### src/rtl/counter_array_pkg.sv
// counter_array_pkg: register map, channel layout and control/status bit positions for counter_array.
package counter_array_pkg;
    localparam logic [9:0] IRQ_STATUS_ADDR = 10'h000;
    localparam logic [9:0] IRQ_MASK_ADDR   = 10'h004;
    localparam logic [9:0] CH_BASE         = 10'h100;
    localparam logic [9:0] CH_STRIDE       = 10'h010;
    localparam logic [3:0] CTRL_OFF        = 4'h0;
    localparam logic [3:0] LOAD_OFF        = 4'h4;
    localparam logic [3:0] COUNT_OFF       = 4'h8;
    localparam logic [3:0] STATUS_OFF      = 4'hC;
    localparam int CTRL_EN      = 0;
    localparam int CTRL_DIR     = 1;
    localparam int CTRL_ONESHOT = 2;
    localparam int CTRL_SRC     = 3;
    localparam int CTRL_CLR     = 4;
    localparam int STAT_TC      = 0;
    localparam int STAT_RUN     = 1;
    typedef struct packed {
        logic src;
        logic oneshot;
        logic dir;
        logic en;
    } ctrl_t;
endpackage

### src/rtl/counter_channel.sv
// counter_channel: one up/down counter with reload, one-shot stop and sticky terminal-count flag.
module counter_channel
    import counter_array_pkg::*;
#(
    parameter int CNT_W = 8
) (
    input  logic             clk,
    input  logic             rst,
    input  logic             i_evt,
    input  logic             i_ctrl_we,
    input  logic             i_load_we,
    input  logic             i_stat_we,
    input  logic [4:0]       i_ctrl,
    input  logic [CNT_W-1:0] i_load,
    input  logic             i_tc_clr,
    output logic [CNT_W-1:0] o_count,
    output logic [CNT_W-1:0] o_load,
    output ctrl_t            o_ctrl,
    output logic             o_tc
);
    logic [CNT_W-1:0] r_count, r_load, w_next, w_clr_val;
    ctrl_t            r_ctrl;
    logic             r_tc, w_step, w_clr, w_term;

    assign w_step    = r_ctrl.en & (~r_ctrl.src | i_evt);
    assign w_clr     = i_ctrl_we & i_ctrl[CTRL_CLR];
    // CLR wins over a same-cycle step, so that edge is never a terminal step
    assign w_term    = w_step & ~w_clr & (r_ctrl.dir ? r_count == '0 : r_count == r_load);
    assign w_next    = r_ctrl.dir ? (r_count == '0 ? r_load : r_count - CNT_W'(1))
                                  : (r_count == r_load ? '0 : r_count + CNT_W'(1));
    assign w_clr_val = i_ctrl[CTRL_DIR] ? r_load : '0;

    always_ff @(posedge clk or posedge rst) begin
        if (rst) begin
            r_count <= '0;
            r_load  <= '1;
            r_ctrl  <= '0;
            r_tc    <= 1'b0;
        end else begin
            if (w_clr) r_count <= w_clr_val;
            else if (w_step) r_count <= w_next;
            if (i_load_we) r_load <= i_load;
            if (i_ctrl_we) r_ctrl <= ctrl_t'(i_ctrl[3:0]);
            else if (w_term && r_ctrl.oneshot) r_ctrl.en <= 1'b0;
            r_tc <= w_term | (r_tc & ~(i_stat_we & i_tc_clr));
        end
    end

    assign o_count = r_count;
    assign o_load  = r_load;
    assign o_ctrl  = r_ctrl;
    assign o_tc    = r_tc;
endmodule

### src/rtl/counter_array.sv
// counter_array: NUM_CH register-mapped counters with shared interrupt mask and registered read port.
module counter_array
    import counter_array_pkg::*;
#(
    parameter int NUM_CH = 4,
    parameter int CNT_W  = 8
) (
    input  logic              clk,
    input  logic              rst,
    input  logic              wr_en,
    input  logic              rd_en,
    input  logic [9:0]        addr,
    input  logic [31:0]       wdata,
    output logic [31:0]       rdata,
    input  logic [NUM_CH-1:0] evt,
    output logic              irq
);
    logic [9:0]        w_a;
    logic [NUM_CH-1:0] w_hit, w_tc, r_mask;
    logic [31:0]       w_ch_rd [NUM_CH];
    logic [31:0]       w_rd_val, r_rdata;
    logic              r_irq, w_unused;

    assign w_a      = {addr[9:2], 2'b00};
    assign w_unused = ^{addr[1:0], wdata};

    for (genvar g = 0; g < NUM_CH; g++) begin : g_ch
        localparam logic [9:0] BASE = CH_BASE + 10'(g) * CH_STRIDE;
        logic [CNT_W-1:0] w_count, w_load;
        ctrl_t            w_ctrl;
        logic             w_we;
        assign w_hit[g] = w_a[9:4] == BASE[9:4];
        assign w_we     = wr_en & w_hit[g];
        counter_channel #(.CNT_W(CNT_W)) u_ch (
            .clk       (clk),
            .rst       (rst),
            .i_evt     (evt[g]),
            .i_ctrl_we (w_we && w_a[3:0] == CTRL_OFF),
            .i_load_we (w_we && w_a[3:0] == LOAD_OFF),
            .i_stat_we (w_we && w_a[3:0] == STATUS_OFF),
            .i_ctrl    (wdata[4:0]),
            .i_load    (wdata[CNT_W-1:0]),
            .i_tc_clr  (wdata[STAT_TC]),
            .o_count   (w_count),
            .o_load    (w_load),
            .o_ctrl    (w_ctrl),
            .o_tc      (w_tc[g])
        );
        assign w_ch_rd[g] = w_a[3:0] == CTRL_OFF  ? 32'(w_ctrl)  :
                            w_a[3:0] == LOAD_OFF  ? 32'(w_load)  :
                            w_a[3:0] == COUNT_OFF ? 32'(w_count) :
                                                    32'({w_ctrl.en, w_tc[g]});
    end

    always_comb begin
        w_rd_val = '0;
        if (w_a == IRQ_STATUS_ADDR) w_rd_val = 32'(w_tc);
        if (w_a == IRQ_MASK_ADDR) w_rd_val = 32'(r_mask);
        for (int i = 0; i < NUM_CH; i++)
            if (w_hit[i]) w_rd_val = w_ch_rd[i];
    end

    always_ff @(posedge clk or posedge rst) begin
        if (rst) begin
            r_mask  <= '0;
            r_rdata <= '0;
            r_irq   <= 1'b0;
        end else begin
            if (wr_en && w_a == IRQ_MASK_ADDR) r_mask <= wdata[NUM_CH-1:0];
            if (rd_en) r_rdata <= w_rd_val;
            r_irq <= |(w_tc & r_mask);
        end
    end

    assign rdata = r_rdata;
    assign irq   = r_irq;
endmodule

### config.mk
export PLATFORM = sky130hd
export DESIGN_NAME = counter_array
export DESIGN_NICKNAME = d
export VERILOG_FILES = /design/src/rtl/counter_array_pkg.sv /design/src/rtl/counter_channel.sv /design/src/rtl/counter_array.sv
export SDC_FILE = /design/constraint.sdc
export NUM_CORES = 1
export LEC_CHECK = 0
export ABC_AREA = 1
export CAP_MARGIN = 40
export CORE_UTILIZATION = 40
export CTS_CLUSTER_DIAMETER = 50
export DETAILED_ROUTE_END_ITERATION = 10
export GPL_TIMING_DRIVEN = 0
export SYNTH_ARGS = -nofsm -noshare
export SYNTH_HDL_FRONTEND = slang
export SYNTH_SLANG_ARGS = --single-unit
### constraint.sdc
create_clock -name clk -period 3.6 [get_ports clk]
set_input_delay 0.9 -clock clk [delete_from_list [all_inputs] [get_ports clk]]
set_output_delay 0.9 -clock clk [all_outputs]
set_load 0.05 [all_outputs]
### After elaboration in Yosys (flattened, before gate mapping)

Index checks and enable logic that the tools add are counted.
W data, S select, Z words.

* bits of input ports: 50
* register bits: 121
* word-level logic and storage cells: 186

* bitwise logic cells: 49
* add/subtract/negate cells: 8
* equal/unequal tests: 12
* muxes and demuxes: 54
* reduce and logical (&&, ||, !) cells: 32

Operator list (number)
* $mux W8: 36
* $mux W32: 5
* $add A8 B1 Y8 const B: 4
* $eq A8 B8 Y1: 4
* $logic_not A8 Y1: 4
* $sub A8 B1 Y8 const B: 4
* $and A1 B1 Y1: 28
* $eq A6 B5 Y1 const B: 4
* $logic_and A1 B1 Y1: 17
* $reduce_bool A2 Y1: 8
* $mux W1: 12
* $not A1 Y1: 12
* $logic_not A10 Y1: 1
* $eq A8 B1 Y1 const B: 1
* $or A1 B1 Y1: 8
* $and A4 B4 Y4: 1
* $eq A2 B2 Y1 const B: 2
* $logic_not A4 Y1: 1
* $mux W4: 1
* $reduce_or A4 Y1: 1
* $eq A2 B1 Y1 const B: 1

### Depth between registers and ports, before layout

Gate-level depths: netlist of run 1.

* depth after elaboration: 10
* depth in mapped cells: 14
* depth with buffers taken out: 13

### Cells and area by module

A second synthesis of run 1 with hierarchy kept.

* cells, all modules: 1132
* area, all modules: 7762.4 um^2

By module, submodules not included
* counter_channel: area an instance 1511.4 um^2, cells each 207, instances 4
* counter_array: area an instance 1716.6 um^2, cells each 304, instances 1

### Worst setup path before layout of run 1

Ideal clock, no wire load.

* path type: input to register
* start point: in addr[3]
* end point: reg r_rdata[1] (netlist: rdata[1])
* data arrival time: 1.927 ns
* buffers on the path: 2
* setup slack: 1.555 ns
* setup time: 0.118 ns
* stages: 11
* path through: buf_2 > inv_2 > nand2_4 > inv_2 > buf_2 > o21ai_0 > a21oi_1 > nor2_1 > nand2_1 > nand2_1 > nand2_1

* longest elaborated chain between the ends: 8
* elaborated cells between the ends (all ways): 23

RTL lines
* from (decl): RTL line counter_array.sv:12 `input logic [9:0] addr,`
* $eq A2 B2 Y1: RTL line counter_array.sv:51 `w_a[3:0] == COUNT_OFF ? 32'(w_count) :`
* $mux W8: RTL line counter_array.sv:51
* $mux W8: RTL line counter_array.sv:50 `w_a[3:0] == LOAD_OFF ? 32'(w_load) :`
* $mux W8: RTL line counter_array.sv:49 `assign w_ch_rd[g] = w_a[3:0] == CTRL_OFF ? 32'(w_ctrl) :`
* $mux W32 (3 in series): RTL line counter_array.sv:60 `if (w_hit[i]) w_rd_val = w_ch_rd[i];`
* $mux W32 *: RTL line counter_array.sv:60
* to (signal assigned): RTL line counter_array.sv:70 `if (rd_en) r_rdata <= w_rd_val;`
* to (decl): RTL line counter_array.sv:21 `logic [31:0] w_rd_val, r_rdata;`

Mark *: on every way between the ends. The rest lies on a longest branch, timed or not.
A chain may end at the register's enable or synchronous reset.

### Final worst setup path of run 1

* start point: in wdata[1]
* end point: reg g_ch[0].u_ch.r_count[7]

* longest elaborated chain between the ends: 2

RTL lines
* from (decl): RTL line counter_array.sv:13 `input logic [31:0] wdata,`
* $mux W8: RTL line counter_channel.sv:31 `assign w_clr_val = i_ctrl[CTRL_DIR] ? r_load : '0;`
* $mux W8: RTL line counter_channel.sv:40 `if (w_clr) r_count <= w_clr_val;`
* to (signal assigned): RTL line counter_channel.sv:40
* to (signal assigned): RTL line counter_channel.sv:41 `else if (w_step) r_count <= w_next;`
* to (decl): RTL line counter_channel.sv:21 `logic [CNT_W-1:0] r_count, r_load, w_next, w_clr_val;`

Every way passes these cells.

==> impl_metrics.csv, run 1 <==
group,metric,value,unit
grt,grt_max_degree,47,
cts,cts_resized,0,
synth,synthTopCellsByArea,"dfrtp_1, nand2_1, dfstp_2, inv_1, o21ai_0",
synth,synth_edf_count,0,
synth,avgSynthCellArea,6.603,um2
drt,drt-total-wl,24.66,mm
cts,cts_buffer_depth,2,
grt,grt_pass1_vias,7094,
placed_design,dp_hpwl,18.65,mm
die,io_pins,83,
drt,routed_via_density,5.213,
worst_setup_path,r2r-start,"g_ch[0].u_ch.o_count[0]",
cts,cts_hold_buf,0,
synth,muxShareOfSynthArea,0,%
synth,post_synth_inst_count,1182,
drt,drc,0,
final_layout,diodes,0,
synth,netlist_top_cells_count,"nand2_1, inv_1, nor2_1",
synth,syn_area,7805,um2
sta,max_freq,383.0,MHz
synth,synth_top_area_share,20.84,%
die,die_h,141.7,um
cts,clkTransAtPathRegs,80,ps
cts,numClockSinks,97,
synth,synth_cell_types,41,
synth,synth_top_family_by_area,"simple AND/OR/NAND/NOR gates",
sta,tightestPinTransition,811.7,ps
final_layout,area_growth,13.98,%
sta,skew,7.263,ps
synth,synth_compound_area_share,14.64,%
worst_setup_path,worstPathArrival,2850,ps
worst_setup_path,worstSetupEndpointType,"flop",
sta,hold_slack,491.5,ps
synth,synth_xor_xnor_area_share,4.152,%
drt,ant_nets,0,
placed_design,io_buffers,28,
min_path,whs_path_depth,2,
sta,min_period,2611,ps
cts,numCtsBuffers,9,
cts,cts-root-buf,"clkbuf_16",
drt,route.met2.wl,10.93,mm
grt,track_usage,25.34,%
run_status,status,"completed",
synth,synth-seq-cells,97,
sta,fin_setup_tns,0,ps
synth,yosysWarnings,0,
worst_setup_path,r2r_cells,9,
die,fp.coreArea,18890,um2
placed_design,gp_congestion,0.9325,
final_layout,layout.nets,1308,
synth,synth_adder_area_share,1.924,%
drt,wl_met3,1.193,mm
cts,clk_latency,360,ps
sta,rsz0062_at_grt,"false",
drt,drt-met1-wl,11.90,mm
die,die_w,141.7,um
pwr,p_per_area,578.6,nW/um2
final_layout,final_area,8896,um2
min_path,hp-start,"rdata[2]",
die,rows,50,
pwr,power.static_leakage,4.212,nW
grt,antenna_found_initial,0,
min_path,hold_end,"rdata[2]",
final_layout,final_cell_count_no_fill,1511,
drt,top_layer_used,"met4",
drt,vias,7877,
drt,initialDrtViolationCount,635,
worst_setup_path,critical_path_class,"primary input to flop",
worst_setup_path,worstPathRequired,3840,ps
run,maxCapViolCount,0,
drt,wl_per_cell,16.32,um
cts,cts_setup_buffers,0,
worst_setup_path,reg2reg_to,"g_ch[0].u_ch.o_count[6]",
synth,synth-main-ff-cell,"dfrtp_1",
final_layout,drive_gt1_share,13.11,%
cts,htreeDepth,3,
sta,period_share,72.53,%
synth,ys_async_sr_fraction,100.0,%
worst_setup_path,rrSetupSlack,1620,ps
die,start_util,41.31,%
synth,synth_simple_gate_area_share,35.48,%
placed_design,place_inst,1495,
min_path,hold_class,"flop to flop",
grt,grt_pass1_wl,39.19,mm
placed_design,dpl_cell_area,8554,um2
synth,yosysTopAreaCell,"dfrtp_1",
drt,firstDrtPassIters,5,
sta,relSlewSlack,45.89,%
die,die_area,20070,um2
worst_setup_path,worstSetupStartpointType,"primary input",
cts,cts_tree,"done",
synth,yosysMostFrequentCell,"nand2_1",
grt,overflow,0,
worst_setup_path,crit_path_max_fanout,10,
final_layout,fin_util,47.09,%
sta,slew_violations,0,
sta,setup_viol,0,
pwr,irDropWorstVdd,0.0002894,V
sta,hold_violations,0,
synth,synth-seq-area-share,31.61,%
-- final cells by class --
cell class | instances | area, um2
multi-input combinational | 900 | 4476
clock inverter | 6 | 112.6
fill | 2021 | 9997
clock buffer | 10 | 229.0
tap | 260 | 325.3
inverter | 147 | 554.3
sequential | 97 | 2467
timing repair buffer | 30 | 335.3
buffer | 61 | 396.6
-- cell families after synthesis --
kind of cell | after synthesis
AOI/OAI and AO/OA | 201
xor gates and xnor gates | 37
adders and majority gates | 12
buffers and inverters | 208
DFF | 97
other | 1
and+or+nand+nor | 626
-- cell usage in the layout (no fill, tap or decap), types with 5 or more instances in the layout --
cell	count
o211ai_1	6
nand3_1	71
dfstp_2	32
o22ai_1	15
nor3_1	6
buf_4	30
nand4_1	26
conb_1	24
nand2_2	10
xnor2_1	10
o21ai_0	78
ha_1	12
buf_2	20
clkbuf_16	9
xor2_1	27
clkdlybuf4s50_1	28
o21ai_2	11
nand3b_1	5
a21oi_1	60
nand2_1	380
nor2_4	7
inv_1	132
o21ai_1	11
clkbuf_1	7
dfrtp_1	65
nor2_1	100
nor2_2	10
inv_2	11
-- critical path: stages --
cell and delay, ps:
clkdlybuf4s50_1 600, inv_1 330, clkbuf_1 660, o211ai_1 180, o21ai_0 100, a21oi_1 60
-- per-stage QoR --
step                total power, mW  worst slack, ps
floorplan                     3.395            219.2
global placement              3.944            -1508
detailed placement            3.977            659.4
CTS                           5.148             1025
global route                  5.576            869.2
finish                        5.147            988.8
-- power breakdown --
group / total [mW] / internal, mW / switching (mW)
clock network: 1.16 / 0.685 / 0.477
registers: 1.55 / 1.32 / 0.227
logic: 2.43 / 0.863 / 1.57
-- metal layers --
layer | vias up | GRT usage, %
met5 | - | 0
met1 | 3729 | 36.93
met2 | 237 | 38.84
met3 | 34 | 2.430
li1 | 3877 | -
met4 | 0 | 9.168
-- flip-flops by register name, summed over array words and instances, names as in the netlist --
name               cells
r_mask                 4
irq                    1
g_ch.u_ch.o_tc         4
rdata                  8
g_ch.u_ch.o_load      32
g_ch.u_ch.o_count     32
g_ch.u_ch.o_ctrl      16
-- how the worst max path moves through the flow --
stage,slack [ps],to,start
CTS,1030,g_ch[0].u_ch.o_count[7],wdata[1]
global route,870,g_ch[0].u_ch.o_count[5],addr[5]
detailed placement,660,g_ch[0].u_ch.o_count[6],wdata[1]
global placement,-1510,g_ch[0].u_ch.o_count[5],rst
finish,990,g_ch[0].u_ch.o_count[7],wdata[1]
floorplan,220,g_ch[0].u_ch.o_count[0],rst
Power figures use the tool's default switching activity.
==> run 2, diff against run 1 <==
- clock period: 3.6 -> 2.1 ns (I/O delays scaled with it)
==> impl_metrics.csv, run 2 (synthesis results as in run 1) <==
group,metric,value,unit
run_status,status,"completed",
grt,grt_pass1_wl,40.28,mm
drt,vias,7986,
grt,track_usage,26.10,%
sta,period_share,98.66,%
grt,antenna_found_initial,0,
sta,hold_slack,492.8,ps
worst_setup_path,worstPathArrival,1550,ps
placed_design,io_buffers,28,
final_layout,fillers,1997,
die,io_pins,83,
pwr,irDropWorstVdd,0.0004416,V
worst_setup_path,worstSetupStartpointType,"flop",
cts,numCtsBuffers,9,
die,rows,50,
drt,ant_nets,0,
sta,hold_violations,0,
final_layout,mostFrequentLayoutCells,"nand2_1, inv_1, nor2_1",
pwr,power.static_leakage,4.307,nW
worst_setup_path,worstSetupEndpointType,"primary output",
sta,setup_viol,0,
run,maxCapViolCount,0,
worst_setup_path,worst-path-buf-inv,1,
final_layout,seqCellArea,2469,um2
sta,tightestPinTransition,802.4,ps
final_layout,final_area,9050,um2
final_layout,diodes,0,
sta,skew,10.30,ps
drt,wl_per_cell,16.45,um
grt,grt_max_degree,36,
final_layout,final_cell_count_no_fill,1523,
placed_design,dp_hpwl,18.80,mm
drt,drc,0,
drt,routed_via_density,5.244,
cts,cts_tree,"done",
cts,clkTransAtPathRegs,70,ps
pwr,power,8.957,mW
drt,firstDrtPassIters,5,
worst_setup_path,slowest_stage,"clkdlybuf4s50_1",
cts,htreeDepth,3,
drt,drt-total-wl,25.06,mm
cts,cts_buffer_depth,2,
grt,overflow,0,
cts,numClockSinks,97,
cts,cts-root-buf,"clkbuf_16",
placed_design,gp_congestion,0.9235,
sta,max_freq,482.7,MHz
final_layout,multiInputGateArea,4526,um2
sta,slew_violations,0,
worst_setup_path,cpLargestDelayFamily,"buffers and inverters",
worst_setup_path,crit_chain,"clkdlybuf4s50_1",
worst_setup_path,crit_path_max_fanout,2,
grt,grt_pass1_vias,7212,
sta,relSlewSlack,46.39,%
placed_design,place_inst,1495,
pwr,p_per_area,989.8,nW/um2
final_layout,layout.nets,1320,
die,die_h,141.7,um
sta,fin_setup_tns,0,ps
final_layout,final_common_cell,"nand2_1",
worst_setup_path,critical_path_class,"flop to primary output",
final_layout,area_growth,15.95,%
die,die_area,20070,um2
die,start_util,41.31,%
sta,min_period,2072,ps
min_path,hold_class,"flop to flop",
worst_setup_path,worstPathRequired,1570,ps
placed_design,dpl_cell_area,8541,um2
drt,initialDrtViolationCount,553,
worst_setup_path,slowest_delay,810,ps
sta,rsz0062_at_grt,"true",
die,die_w,141.7,um
die,fp.coreArea,18890,um2
final_layout,drive_gt1_share,14.65,%
cts,clk_latency,370,ps
==> run 2: cell types whose count changed in the layout (fill, tap and decap cells not counted), moves of 3 or more <==
cell	before	now
clkinvlp_4	0	4
nand2_4	2	6
buf_4	30	42
clkbuf_1	7	4
clkdlybuf4s50_1	28	23
clkbuf_2	0	3
dlymetal6s2s_1	0	4
==> run 2: layer usage <==
layer / vias to the layer above / track usage, % / wire (um)
met5: - / 0 / 0
met4: 0 / 11.26 / 770
met3: 36 / 3.409 / 1590
met2: 306 / 39.98 / 10950
met1: 3746 / 36.77 / 11750
li1: 3898 / - / -
==> run 2: worst paths after layout <==
path / end / from / slack (ps) / cells past startpoint
setup / recovery: rdata[7] / rdata[7] / 30 / 1
hold / removal: rdata[1] / rdata[1] / 490 / 2
setup reg to reg: g_ch[0].u_ch.o_count[6] / g_ch[0].u_ch.o_count[0] / 210 / 9
hold reg to reg: rdata[1] / rdata[1] / 490 / 2
max in group asynchronous: g_ch[2].u_ch.o_load[2] / rst / 510 / 4
min in group asynchronous: g_ch[3].u_ch.o_count[1] / rst / 640 / 2
==> run 2: report_power, final <==
group          switching (mW)  total (mW)  internal [mW]
combinational            2.74        4.27           1.54
sequential              0.405        2.68           2.27
clock                   0.833        2.01           1.17
total                    3.97        8.96           4.98
==> run 2: final cells by class <==
type	count	area share [%]
inverters	147	6.221
repair buffers	42	4.632
flip-flops and latches	97	27.28
clock inverters	6	1.272
multi-input cells	900	50.01
plain buffers	61	4.466
well taps	260	3.595
clock buffers	10	2.530
==> run 2: stage by stage <==
| step | setup WS [ps] | utilization (%) |
|---|---|---|
| after global routing | -26.64 | 47.90 |
| final | 28.20 | 47.90 |
| after CTS | 8.658 | 47.17 |
| after detailed placement | -486.1 | 45.21 |
| after floorplan | 430.0 | - |
| after global placement | -708.8 | 44.99 |
==> run 2: timing repair <==
item | CTS | global route
pin swaps | 1 | 2
setup buffers | 3 | 9
setup endpoints to repair | 6 | 54
hold buffers | 0 | 0
gates resized for setup | 3 | 21
==> run 2: worst min-delay path, stage by stage (launching register included) <==
cell and delay (ps):
dfrtp_1 360, nand2_1 50, nand2_1 50
